<file path="src/rtl/bcd_pkg.sv">
// Shared constants, FSM state type and leading-blank helper for the
// sequential binary-to-BCD converter (bin_to_bcd_seq).
package bcd_pkg;

  localparam int DIGITS     = 4;
  localparam int DIGIT_W    = 4;
  // One extra scratch digit catches the ten-thousands position for saturation.
  localparam int SCR_DIGITS = DIGITS + 1;
  localparam int SCR_W      = SCR_DIGITS * DIGIT_W;

  localparam int          MAX_DEC   = 9999;
  localparam logic [15:0] SAT_BCD   = 16'h9999;
  localparam logic [3:0]  BLANK_RST = 4'b1110;

  typedef enum logic [0:0] {
    IDLE  = 1'b0,
    SHIFT = 1'b1
  } state_t;

  // Leading-zero blank mask, bit 3 = thousands; the ones digit always shows.
  function automatic logic [3:0] lead_blank(input logic [15:0] d);
    logic [3:0] m;
    m    = 4'b0000;
    m[3] = (d[15:12] == 4'd0);
    m[2] = m[3] && (d[11:8] == 4'd0);
    m[1] = m[2] && (d[7:4] == 4'd0);
    m[0] = 1'b0;
    return m;
  endfunction

endpackage

</file>
<file path="src/rtl/bcd_digit_adj.sv">
// Double-dabble digit correction: a scratch digit of 5 or more gets +3 so
// that the following left shift carries correctly into the next decade.
module bcd_digit_adj
  import bcd_pkg::*;
(
  input  logic [DIGIT_W-1:0] din,
  output logic [DIGIT_W-1:0] dout
);

  // Add-3 correction when the digit would reach 10 or more after doubling.
  always_comb begin
    dout = din;
    if (din >= 4'd5) begin
      dout = din + 4'd3;
    end else begin
      dout = din;
    end
  end

endmodule

</file>
<file path="src/rtl/bin_to_bcd_seq.sv">
// Sequential binary-to-BCD converter, one input bit per clock (double dabble).
// Feeds the 4-digit multiplexed seven-segment display driver: the packed
// result is registered and announced by a one-cycle done pulse.
// Values above 9999 saturate to 16'h9999 with overflow set.
// Optional feature macro: BCD_LEADING_BLANK_EN adds the registered
// leading-zero blank mask output.
module bin_to_bcd_seq
  import bcd_pkg::*;
#(
  parameter int WIDTH = 14
) (
  input  logic             clk,
  input  logic             reset,
  input  logic             start,
  input  logic [WIDTH-1:0] bin,
  output logic             busy,
  output logic             done,
  output logic [15:0]      bcd,
  output logic             overflow
`ifdef BCD_LEADING_BLANK_EN
  ,
  output logic [3:0]       blank
`endif
);

  localparam int CNT_W = $clog2(WIDTH);
  localparam logic [CNT_W-1:0] CNT_LAST = CNT_W'(WIDTH - 1);

  state_t                 state_r;
  state_t                 state_nx_s;
  logic [CNT_W-1:0]       cnt_r;
  logic [WIDTH-1:0]       shreg_r;
  logic [SCR_W-1:0]       scratch_r;
  logic [SCR_W-1:0]       adj_s;
  logic [SCR_W+WIDTH-1:0] cat_s;
  logic [SCR_W-1:0]       scratch_nx_s;
  logic [WIDTH-1:0]       shreg_nx_s;
  logic                   load_s;
  logic                   shift_s;
  logic                   finish_s;
  logic [15:0]            res_bcd_s;
  logic                   res_ovf_s;
  logic                   busy_r;
  logic                   done_r;
  logic [15:0]            bcd_r;
  logic                   overflow_r;

  for (genvar g = 0; g < SCR_DIGITS; g++) begin : g_adj
    bcd_digit_adj u_adj (
      .din  (scratch_r[g*DIGIT_W +: DIGIT_W]),
      .dout (adj_s[g*DIGIT_W +: DIGIT_W])
    );
  end

  // Corrected scratch and input bits shift left together as one long register.
  assign cat_s        = {adj_s, shreg_r} << 1;
  assign scratch_nx_s = cat_s[SCR_W+WIDTH-1:WIDTH];
  assign shreg_nx_s   = cat_s[WIDTH-1:0];

  // FSM state register.
  always_ff @(posedge clk or posedge reset) begin
    if (reset) begin
      state_r <= IDLE;
    end else begin
      state_r <= state_nx_s;
    end
  end

  // Next-state and datapath control; start is only looked at while idle.
  always_comb begin
    state_nx_s = state_r;
    load_s     = 1'b0;
    shift_s    = 1'b0;
    finish_s   = 1'b0;
    case (state_r)
      IDLE: begin
        if (start) begin
          state_nx_s = SHIFT;
          load_s     = 1'b1;
        end else begin
          state_nx_s = IDLE;
        end
      end
      SHIFT: begin
        shift_s = 1'b1;
        if (cnt_r == CNT_LAST) begin
          state_nx_s = IDLE;
          finish_s   = 1'b1;
        end else begin
          state_nx_s = SHIFT;
        end
      end
      default: begin
        state_nx_s = IDLE;
      end
    endcase
  end

  // Saturate when the final shift leaves anything in the ten-thousands digit.
  always_comb begin
    res_bcd_s = 16'h0000;
    res_ovf_s = 1'b0;
    if (scratch_nx_s[SCR_W-1:SCR_W-DIGIT_W] != 4'd0) begin
      res_bcd_s = SAT_BCD;
      res_ovf_s = 1'b1;
    end else begin
      res_bcd_s = scratch_nx_s[15:0];
      res_ovf_s = 1'b0;
    end
  end

  // Shift register, scratch digits and bit counter.
  always_ff @(posedge clk or posedge reset) begin
    if (reset) begin
      cnt_r     <= {CNT_W{1'b0}};
      shreg_r   <= {WIDTH{1'b0}};
      scratch_r <= {SCR_W{1'b0}};
    end else if (load_s) begin
      cnt_r     <= {CNT_W{1'b0}};
      shreg_r   <= bin;
      scratch_r <= {SCR_W{1'b0}};
    end else if (shift_s) begin
      cnt_r     <= cnt_r + CNT_W'(1);
      shreg_r   <= shreg_nx_s;
      scratch_r <= scratch_nx_s;
    end else begin
      cnt_r     <= cnt_r;
      shreg_r   <= shreg_r;
      scratch_r <= scratch_r;
    end
  end

  // Status flags; busy follows the next state so it rises on the accepted start edge.
  always_ff @(posedge clk or posedge reset) begin
    if (reset) begin
      busy_r <= 1'b0;
      done_r <= 1'b0;
    end else begin
      busy_r <= (state_nx_s == SHIFT);
      done_r <= finish_s;
    end
  end

  // Result registers update only on the final shift, so no partial value shows.
  always_ff @(posedge clk or posedge reset) begin
    if (reset) begin
      bcd_r      <= 16'h0000;
      overflow_r <= 1'b0;
    end else if (finish_s) begin
      bcd_r      <= res_bcd_s;
      overflow_r <= res_ovf_s;
    end else begin
      bcd_r      <= bcd_r;
      overflow_r <= overflow_r;
    end
  end

  assign busy     = busy_r;
  assign done     = done_r;
  assign bcd      = bcd_r;
  assign overflow = overflow_r;

`ifdef BCD_LEADING_BLANK_EN
  logic [3:0] blank_r;

  // Blank mask is registered alongside the digits it describes.
  always_ff @(posedge clk or posedge reset) begin
    if (reset) begin
      blank_r <= BLANK_RST;
    end else if (finish_s) begin
      blank_r <= lead_blank(res_bcd_s);
    end else begin
      blank_r <= blank_r;
    end
  end

  assign blank = blank_r;
`endif

endmodule
</file>
<file path="config.mk">
export PLATFORM = sky130hd
export DESIGN_NAME = bin_to_bcd_seq
export DESIGN_NICKNAME = d
export VERILOG_FILES = /design/src/rtl/bcd_pkg.sv /design/src/rtl/bcd_digit_adj.sv /design/src/rtl/bin_to_bcd_seq.sv
export SDC_FILE = /design/constraint.sdc
export NUM_CORES = 1
export LEC_CHECK = 0
export ABC_AREA = 1
export BUFFER_PORTS_ARGS = -buffer_cell sky130_fd_sc_hd__buf_2
export CAP_MARGIN = 10
export CORE_UTILIZATION = 30
export CTS_CLUSTER_DIAMETER = 120
export CTS_CLUSTER_SIZE = 30
export DETAILED_ROUTE_END_ITERATION = 6
export PLACE_DENSITY_LB_ADDON = 0.05
export SLEW_MARGIN = 20
export SYNTH_ARGS = -nofsm -noshare
export SYNTH_HDL_FRONTEND = slang
export SYNTH_SLANG_ARGS = --single-unit
export TNS_END_PERCENT = 100
</file>
<file path="constraint.sdc">
create_clock -name clk -period 4.86 [get_ports clk]
set_clock_uncertainty 0.15 [all_clocks]
set_input_delay 0.486 -clock clk [delete_from_list [all_inputs] [get_ports clk]]
set_output_delay 0.486 -clock clk [all_outputs]
set_load 0.01 [all_outputs]
</file>
==> flow_metrics.env <==
export IMPL_grt_max_degree=58
export IMPL_power_uw=2520
export IMPL_syn_area_mm2=0.00293
export IMPL_syn_to_final_growth_pct=16.9
export IMPL_maxSlewViolCount=0
export IMPL_drc=0
export IMPL_async_reset_ff_share_pct=100
export IMPL_cts_tree="done"
export IMPL_yosys_area_top_type="dfrtp_1"
export IMPL_avgViaCountPerCell=4.60
export IMPL_fillers=991
export IMPL_setup_viol=0
export IMPL_cp_cell_sequence="nand2_4, nor2_4, inv_2, nand2_1, a21boi_0, nand2_2"
export IMPL_drt_wl_total_um=6760
export IMPL_start_util_pct=31.4
export IMPL_maxCapViolations=0
export IMPL_vdd_drop_max_mv=0.248
export IMPL_antenna_found_initial=0
export IMPL_die_height_um=101
export IMPL_max_freq_mhz=463
export IMPL_yosysWarningCount=0
export IMPL_synth_seq_cells=57
export IMPL_finalSetupTns_ns=0
export IMPL_globalplace_congestion=0.774
export IMPL_drt_iter0_drc=74
export IMPL_dp_cells=496
export IMPL_final_cells=511
export IMPL_cts_resized_gates=0
export IMPL_crit_slowest_cell="dfrtp_1"
export IMPL_vias=2349
export IMPL_nets=407
export IMPL_cp_buffers_inverters=1
export IMPL_relSlewSlack_pct=51.0
export IMPL_postSynthAreaPerCell_um2=8.59
export IMPL_p_leak_uw=0.00175
export IMPL_rsz0062_at_grt="no"
export IMPL_grt_pass1_vias=2334
export IMPL_pwr_density_cell_mw_per_mm2=736
export IMPL_ctsHoldBuffers=0
export IMPL_fin_crit_ns=2.16
export IMPL_cp_end_kind="flop"
export IMPL_grt_overflow_total=0
export IMPL_post_cts_setup_buffer_count=0
export IMPL_hpwl_um=4590
export IMPL_rows=35
export IMPL_path_delay_family="flip-flops"
export IMPL_status="finished, final reports clean"
export IMPL_final_core_util_pct=36.7
export IMPL_core_mm2=0.00933
export IMPL_clk_path_buf_depth=2
export IMPL_htree_levels=3
export IMPL_n_antenna_cell=0
export IMPL_setup_slack_ns=2.70
export IMPL_die_area_mm2=0.0102
export IMPL_ys_seq_area_share_pct=48.7
export IMPL_yosysMostFrequentCell="nand2_1"
export IMPL_synth_nets=370
export IMPL_arrival_ns=2.23
export IMPL_synthDominantCellAreaShare_pct=48.7
export IMPL_cp_data_required_time_ns=4.93
export IMPL_crit_path_max_incr_delay_ns=0.77
export IMPL_crit_type="flop to flop"
export IMPL_grtUsageTotal_pct=15.1
export IMPL_wire_per_inst_um=13.2
export IMPL_cts_sinks=57
export IMPL_fin_crit_sh_pct=44.5
export IMPL_pre_cts_slack_ns=2.65
export IMPL_hold_viol=0
export IMPL_num_io_pins=36
export IMPL_tightestPinTransition_ns=0.736
export IMPL_synth_area_top_cells="dfrtp_1, nand2_1, inv_1"
export IMPL_syn_inst=341
export IMPL_clkTransAtPathRegs_ns=0.06
export IMPL_synthFlopType="dfrtp_1"
export IMPL_synthTopCellsByCount="nand2_1, dfrtp_1, inv_1, nand3_1"
export IMPL_ant_nets=0
export IMPL_yosys_cell_types_count=29
export IMPL_grt_pass1_wl_um=11500
export IMPL_cts_root_buf="clkbuf_8"
export IMPL_startpoint_type="flop"
export IMPL_die_w_um=101
export IMPL_drive_gt1_share_pct=20.4
export IMPL_drtPass1Iterations=4
export IMPL_min_path_type="input pin to asynchronous set/reset pin"
export IMPL_synth_edf_count=0
export IMPL_clk_latency_ns=0.33
export IMPL_cts_buffers=9
export IMPL_io_buffer_count=35
export IMPL_cp_max_fo=25
## stage by stage
step / hold slack [ns] / instance area, um^2
2_1_floorplan: 0.308 / 2930
5_1_grt: 0.215 / 3420
4_1_cts: 0.207 / 3420
3_3_place_gp: 0.313 / 3210
3_5_place_dp: 0.315 / 3210
6_report: 0.207 / 3420
## final timing paths
| kind | startpoint | endpoint | slack, ns | cells after the start |
|---|---|---|---|---|
| setup / recovery | busy | bcd[4] | 2.70 | 6 |
| hold / removal | reset | scratch_r[19] | 0.21 | 3 |
| setup reg to reg | busy | bcd[4] | 2.70 | 6 |
| hold reg to reg | bcd[2] | bcd[2] | 0.33 | 2 |
| max in group asynchronous | reset | scratch_r[5] | 3.87 | 3 |
| min in group clk | bin[0] | shreg_r[0] | 0.21 | 3 |
## worst reg2reg max path: cells and delay by family (launching register included)
| kind | cells | cell delay (ns) |
|---|---|---|
| AO/OA/AOI/OAI | 1 | 0.22 |
| buffers and inverters | 1 | 0.28 |
| flip-flops | 1 | 0.77 |
| AND/OR/NAND/NOR | 4 | 0.63 |
## layer usage
metal / part of all wire [%] / track usage (%) / wire, um / vias to the layer above
li1: - / - / - / 1194
met1: 52 / 20.6 / 3520 / 1119
met2: 44 / 23.2 / 2960 / 27
met3: 2.8 / 3.68 / 186 / 9
met4: 1.4 / 5.35 / 96 / 0
met5: 0 / 0 / 0 / -
## sequential cells by signal (all words and copies together), names as in the netlist
register	cells
bcd	16
cnt_r	4
busy	1
done	1
scratch_r	20
shreg_r	14
overflow	1
## cell usage in the layout (no fill, tap or decap), types with 7 or more instances in the layout
cell type,n
nand2_1,94
dfrtp_1,57
inv_1,43
buf_2,35
nand3_1,18
o22ai_1,14
nand2_2,14
o21ai_0,13
clkbuf_8,13
nor2_1,12
ha_1,12
nand4_1,11
o21ai_1,8
o221ai_1,7
## cell families (layout without fill, tap and decap cells)
family          count (synthesis)  after routing  synth area share, %
compound gates                 56             56                 12.0
fa+ha+maj                      12             12                 5.13
buf+inv                        59            100                 8.59
flops                          57             57                 48.7
simple gates                  157            157                 25.5
## final cells by class
class / instances / area, um^2 / area share, %
sequential: 57 / 1430 / 41.7
clock buffer: 13 / 179 / 5.23
clock inverter: 2 / 35.0 / 1.02
timing repair buffer: 37 / 190 / 5.56
multi-input combinational: 225 / 1250 / 36.5
tap: 129 / 161 / 4.71
inverter: 48 / 180 / 5.26
## where the power goes
part / internal, uW / total (uW) / leakage (uW) / switching, uW
logic: 424 / 1200 / 0.000927 / 778
clock network: 289 / 478 / 0.000112 / 188
registers: 698 / 839 / 0.000710 / 141
total: 1410 / 2520 / 0.00175 / 1110
Power figures use the tool's default switching activity.
